`src/rtl/m_multicycle_ctrl.sv`:
```
// Multi-cycle IF/ID/EX/MA/WB sequencer for the RV32I-subset datapath.
// Drives PC/IR/RF/memory enables, detects halt (write to x30) and memory timeout.
module m_multicycle_ctrl #(
    parameter int MEM_TIMEOUT = 16
) (
    input  logic        w_clock,
    input  logic        w_reset,
    input  logic [4:0]  w_opcode5,
    input  logic [4:0]  w_rd,
    input  logic        w_token,
    input  logic        w_mem_ready,
    output logic        w_mem_req,
    output logic        w_mem_sel,
    output logic        w_mem_we,
    output logic        w_ir_we,
    output logic        w_pc_we,
    output logic        w_pc_sel,
    output logic        w_rf_we,
    output logic [1:0]  w_wb_sel,
    output logic [2:0]  w_state,
    output logic        w_halt,
    output logic        w_error,
    output logic [31:0] r_cycle_count,
    output logic [31:0] r_insn_count
);

    localparam logic [2:0] S_IF   = 3'd0;
    localparam logic [2:0] S_ID   = 3'd1;
    localparam logic [2:0] S_EX   = 3'd2;
    localparam logic [2:0] S_MA   = 3'd3;
    localparam logic [2:0] S_WB   = 3'd4;
    localparam logic [2:0] S_HALT = 3'd5;
    localparam logic [2:0] S_ERR  = 3'd6;

    localparam logic [7:0] TMO_LAST = 8'(MEM_TIMEOUT - 1);

    logic [2:0] r_state;
    logic [2:0] w_next;
    logic [7:0] r_wait;

    logic w_is_load, w_is_store, w_is_branch, w_is_jal;
    logic w_mem_phase, w_timeout;

    assign w_is_load   = (w_opcode5 == 5'b00000);
    assign w_is_store  = (w_opcode5 == 5'b01000);
    assign w_is_branch = (w_opcode5 == 5'b11000);
    assign w_is_jal    = (w_opcode5 == 5'b11011);

    assign w_mem_phase = (r_state == S_IF) || (r_state == S_MA);
    // Ready on the last allowed cycle still completes the access.
    assign w_timeout   = (r_wait == TMO_LAST) && !w_mem_ready;

    assign w_state = r_state;

    always_ff @(posedge w_clock or posedge w_reset) begin
        if (w_reset) r_state <= S_IF;
        else         r_state <= w_next;
    end

    always_comb begin
        w_next = r_state;
        case (r_state)
            S_IF:   if (w_mem_ready)    w_next = S_ID;
                    else if (w_timeout) w_next = S_ERR;
            S_ID:   w_next = S_EX;
            S_EX:   if (w_is_branch)                  w_next = S_IF;
                    else if (w_is_load || w_is_store) w_next = S_MA;
                    else                              w_next = S_WB;
            S_MA:   if (w_mem_ready)    w_next = w_is_store ? S_IF : S_WB;
                    else if (w_timeout) w_next = S_ERR;
            S_WB:   w_next = (w_rd == 5'd30) ? S_HALT : S_IF;
            S_HALT: w_next = S_HALT;
            S_ERR:  w_next = S_ERR;
            default: w_next = S_IF;
        endcase
    end

    always_comb begin
        w_mem_req = 1'b0;
        w_mem_sel = 1'b0;
        w_mem_we  = 1'b0;
        w_ir_we   = 1'b0;
        w_pc_we   = 1'b0;
        w_pc_sel  = 1'b0;
        w_rf_we   = 1'b0;
        w_wb_sel  = 2'd0;
        w_halt    = 1'b0;
        w_error   = 1'b0;
        case (r_state)
            S_IF: begin
                w_mem_req = 1'b1;
                // Reset holds state at IF; keep the IR from latching meanwhile.
                w_ir_we   = w_mem_ready && !w_reset;
            end
            S_EX: if (w_is_branch) begin
                w_pc_we  = 1'b1;
                w_pc_sel = w_token;
            end
            S_MA: begin
                w_mem_req = 1'b1;
                w_mem_sel = 1'b1;
                w_mem_we  = w_is_store;
                w_pc_we   = w_is_store && w_mem_ready;
            end
            S_WB: begin
                w_rf_we  = 1'b1;
                w_pc_we  = 1'b1;
                w_pc_sel = w_is_jal;
                w_wb_sel = w_is_load ? 2'd1 : (w_is_jal ? 2'd2 : 2'd0);
            end
            S_HALT: w_halt = 1'b1;
            S_ERR: begin
                w_halt  = 1'b1;
                w_error = 1'b1;
            end
            default: ;
        endcase
    end

    always_ff @(posedge w_clock or posedge w_reset) begin
        if (w_reset) begin
            r_wait        <= 8'd0;
            r_cycle_count <= 32'd0;
            r_insn_count  <= 32'd0;
        end else begin
            if ((w_next == S_IF || w_next == S_MA) && (w_next != r_state))
                r_wait <= 8'd0;
            else if (w_mem_phase && !w_mem_ready)
                r_wait <= r_wait + 8'd1;
            if (r_state != S_HALT && r_state != S_ERR)
                r_cycle_count <= r_cycle_count + 32'd1;
            if (w_pc_we)
                r_insn_count <= r_insn_count + 32'd1;
        end
    end

endmodule

```
`config.mk`:
```
export PLATFORM = sky130hd
export DESIGN_NAME = m_multicycle_ctrl
export DESIGN_NICKNAME = d
export VERILOG_FILES = /design/src/rtl/m_multicycle_ctrl.sv
export SDC_FILE = /design/constraint.sdc
export NUM_CORES = 1
export LEC_CHECK = 0
export BUFFER_PORTS_ARGS = -buffer_cell sky130_fd_sc_hd__buf_2
export CORE_UTILIZATION = 30
export DETAILED_ROUTE_END_ITERATION = 8
export GPL_ROUTABILITY_DRIVEN = 0
export PLACE_DENSITY_LB_ADDON = 0.05
export SLEW_MARGIN = 20
export SYNTH_ARGS = -nofsm -noshare
export SYNTH_HDL_FRONTEND = slang
export SYNTH_SLANG_ARGS = --single-unit
```
`constraint.sdc`:
```
create_clock -name w_clock -period 3.36 [get_ports w_clock]
set_input_delay 0.672 -clock w_clock [delete_from_list [all_inputs] [get_ports w_clock]]
set_output_delay 0.672 -clock w_clock [all_outputs]
set_load 0.02 [all_outputs]
```
==> impl_metrics.csv <==
group,metric,value,unit
finish,nets,464,
clock_tree,clk_latency,0.33,ns
worst_setup_path,crit_arrival,2.14,ns
worst_setup_path,slowest_delay,0.74,ns
die,die_w,113,um
finish,final_util,38.5,%
finish,stdcell_count,598,
synth,synth_cell_types,49,
worst_setup_path,ff2ff_path_depth,5,
routing,avgRoutedWirePerCell,15.0,um
clock_tree,clkTransAtPathRegs,0.05,ns
clock_tree,cts_tree,"built",
synth,synth_warnings,0,
die,initial_utilization,30.9,%
die,coreArea,0.0120,sq mm
synth,yosysMostFrequentCell,"dfrtp_1",
routing,vias,2900,
worst_setup_path,crit_fanout,19,
synth,syn_area_per_cell,10.6,sq um
worst_setup_path,timing.rr.end,"r_cycle_count[23]",
sta,layout_min_cycle_time,2.81,ns
power_and_ir_drop,finalPower,2.94,mW
sta,fin_crit_sh,83.6,%
grt,first_global_vias,2921,
synth,syn_area,0.00371,sq mm
worst_setup_path,slowest_stage,"dfrtp_1",
routing,route.met2.wl,4.10,mm
routing,dr.pass1.iters,4,
sta,finalSetupTns,0,ns
sta,slew_violations,0,
synth,syn_inst,350,
sta,relSlewSlack,34.9,%
routing,ant_nets,0,
finish,multi_input_area,0.00173,sq mm
job,maxCapViolCount,0,
placed_design,placed_area,0.00433,sq mm
sta,max_slew.worst_pin.slew,0.976,ns
clock_tree,root_buffer,"clkbuf_16",
worst_hold_path,hp-start,"r_insn_count[31]",
clock_tree,cts_buffers,9,
clock_tree,cts-hold-fix-buffers,0,
synth,synth_edf_count,0,
synth,ys_top_cells_by_count,"dfrtp_1 (75), xnor2_1 (43), nor2_1 (32)",
synth,yosysTopAreaCell,"dfrtp_1",
sta,finalSetupViolCount,0,
finish,drive_gt1_share,27.1,%
finish,nFillCells,1250,
synth,synth-seq-area-share,50.6,%
power_and_ir_drop,p_leak,2.35,nW
routing,route.detailed.drc,0,
clock_tree,htree_levels,3,
worst_setup_path,required,2.69,ns
routing,routed.top_layer,"met4",
grt,grt_pass1_wl,15.0,mm
synth,synthArstFlopShare,100,%
finish,final_cell_area,0.00462,sq mm
grt,grt_max_degree,76,
sta,fmaxAchievable,356,MHz
routing,wl_met3,437,um
worst_setup_path,cp-end-kind,"output pin",
sta,rsz0062_at_grt,"no",
outcome,status,"completed",
sta,hold_viol_final,0,
worst_setup_path,path_buf_inv,1,
die,die_height,113,um
clock_tree,ctsResizeCount,0,
synth,syn-num-nets,367,
placed_design,dp.cells,583,
synth,ys_ff_latch,75,
clock_tree,cts_setup_buffers,0,
die,die_area,0.0128,sq mm
worst_setup_path,cp-start-kind,"flop",
grt,overflow,0,
worst_hold_path,hold_path.class,"flop to flop",
worst_setup_path,crit_family,"flip-flops",
worst_hold_path,hold_end,"r_insn_count[31]",
finish,antennaDiodeCount,0,
sta,skew,0.00834,ns
finish,syn2layout_area_growth,24.7,%
sta,fin_hold_ws,0.464,ns
power_and_ir_drop,p_per_area,637,mW/mm^2
placed_design,port_buffers,91,
placed_design,dp_slack,0.819,ns
synth,ys.flop_type,"dfrtp_1",
routing,avgViaCountPerCell,4.85,
worst_hold_path,min_path_cells,1,
die,rows,40,
synth,synth_top_area_share,50.6,%
synth,synth_area_leaders,"dfrtp_1 (51%), xnor2_1 (10%), xor2_1 (5.9%), nor2_1 (3.2%), nand3_1 (3.1%)",
routing,met1_length,4.28,mm
grt,antenna_found_initial,0,
grt,globalRouteTotalUtil,15.0,%
finish,seq_area,0.00188,sq mm
worst_setup_path,r2r_start,"w_state[0]",
sta,fin_ws,0.551,ns
die,ios,92,
routing,totalWireLength,8.95,mm
clock_tree,cts_buffer_depth,2,
worst_setup_path,reg2reg_slack,1.16,ns
worst_setup_path,crit_chain,"and2b_1 -> nand2_1 -> nor3_1 -> a31o_2 -> buf_2",
power_and_ir_drop,peakVddDrop,0.251,mV
clock_tree,clkSinkCount,75,
routing,drtIter0Drc,99,
placed_design,dp_hpwl,6.30,mm
worst_setup_path,worstSetupPathType,"flop to output pin",
==> worst max path at each step <==
stage / slack (ns) / cells after the start / end / from
after floorplan: 0.36 / 2 / w_ir_we / w_reset
after global placement: 0.88 / 6 / w_pc_we / w_opcode5[0]
after detailed placement: 0.82 / 6 / w_pc_we / w_opcode5[0]
after CTS: 0.54 / 5 / w_pc_sel / w_state[2]
after global routing: 0.35 / 5 / w_pc_sel / w_state[2]
final: 0.55 / 5 / w_pc_sel / w_state[2]
==> layer usage <==
layer	vias up	GRT usage, %
met5	-	0
met4	0	6.58
met2	56	23.6
li1	1405	-
met3	10	4.23
met1	1429	19.3
==> cell type report <==
cell class,count,share of cell area (%)
clock buffers,13,5.63
clock inverters,2,0.758
inverters,14,1.22
multi-input cells,253,37.5
flip-flops and latches,75,40.6
well taps,147,3.98
repair buffers,94,10.3
==> where the power goes <==
part / switching, mW / leakage [nW] / internal (mW) / total (mW)
sequential: 0.175 / 1.01 / 1.01 / 1.18
clock: 0.357 / 0.146 / 0.611 / 0.968
combinational: 0.506 / 1.20 / 0.289 / 0.795
total: 1.04 / 2.35 / 1.91 / 2.94
==> state kept, by name, summed over array words and instances, names as in the netlist <==
name and cells:
r_cycle_count 32, r_insn_count 32, r_wait 8, w_state 3
==> logic make-up (layout without fill, tap and decap cells) <==
family	count (synthesis)	after routing	synth area share [%]
simple gates	155	155	22.4
flops	75	75	50.6
xor+xnor	70	70	17.2
buf+inv	22	123	2.63
compound gates	21	21	4.89
mux	4	4	1.18
fa+ha+maj	3	3	1.01
==> cell usage in the layout, fill, tap and decap left out, types with 3 or more instances in the layout <==
cell type,netlist,final
a21oi_1,4,4
and2_1,3,3
and3_1,12,12
and4_1,9,9
buf_2,3,91
buf_4,1,3
clkbuf_16,0,9
dfrtp_1,75,75
ha_1,3,3
inv_1,14,13
mux2_2,3,3
nand2_1,29,29
nand3_1,23,23
nand4_1,17,17
nor2_1,32,32
nor2b_1,4,4
nor3_1,10,10
nor4_1,4,4
o21ai_0,3,3
xnor2_1,43,43
xor2_1,25,25
Note: power is estimated with default switching activity, not from simulation.
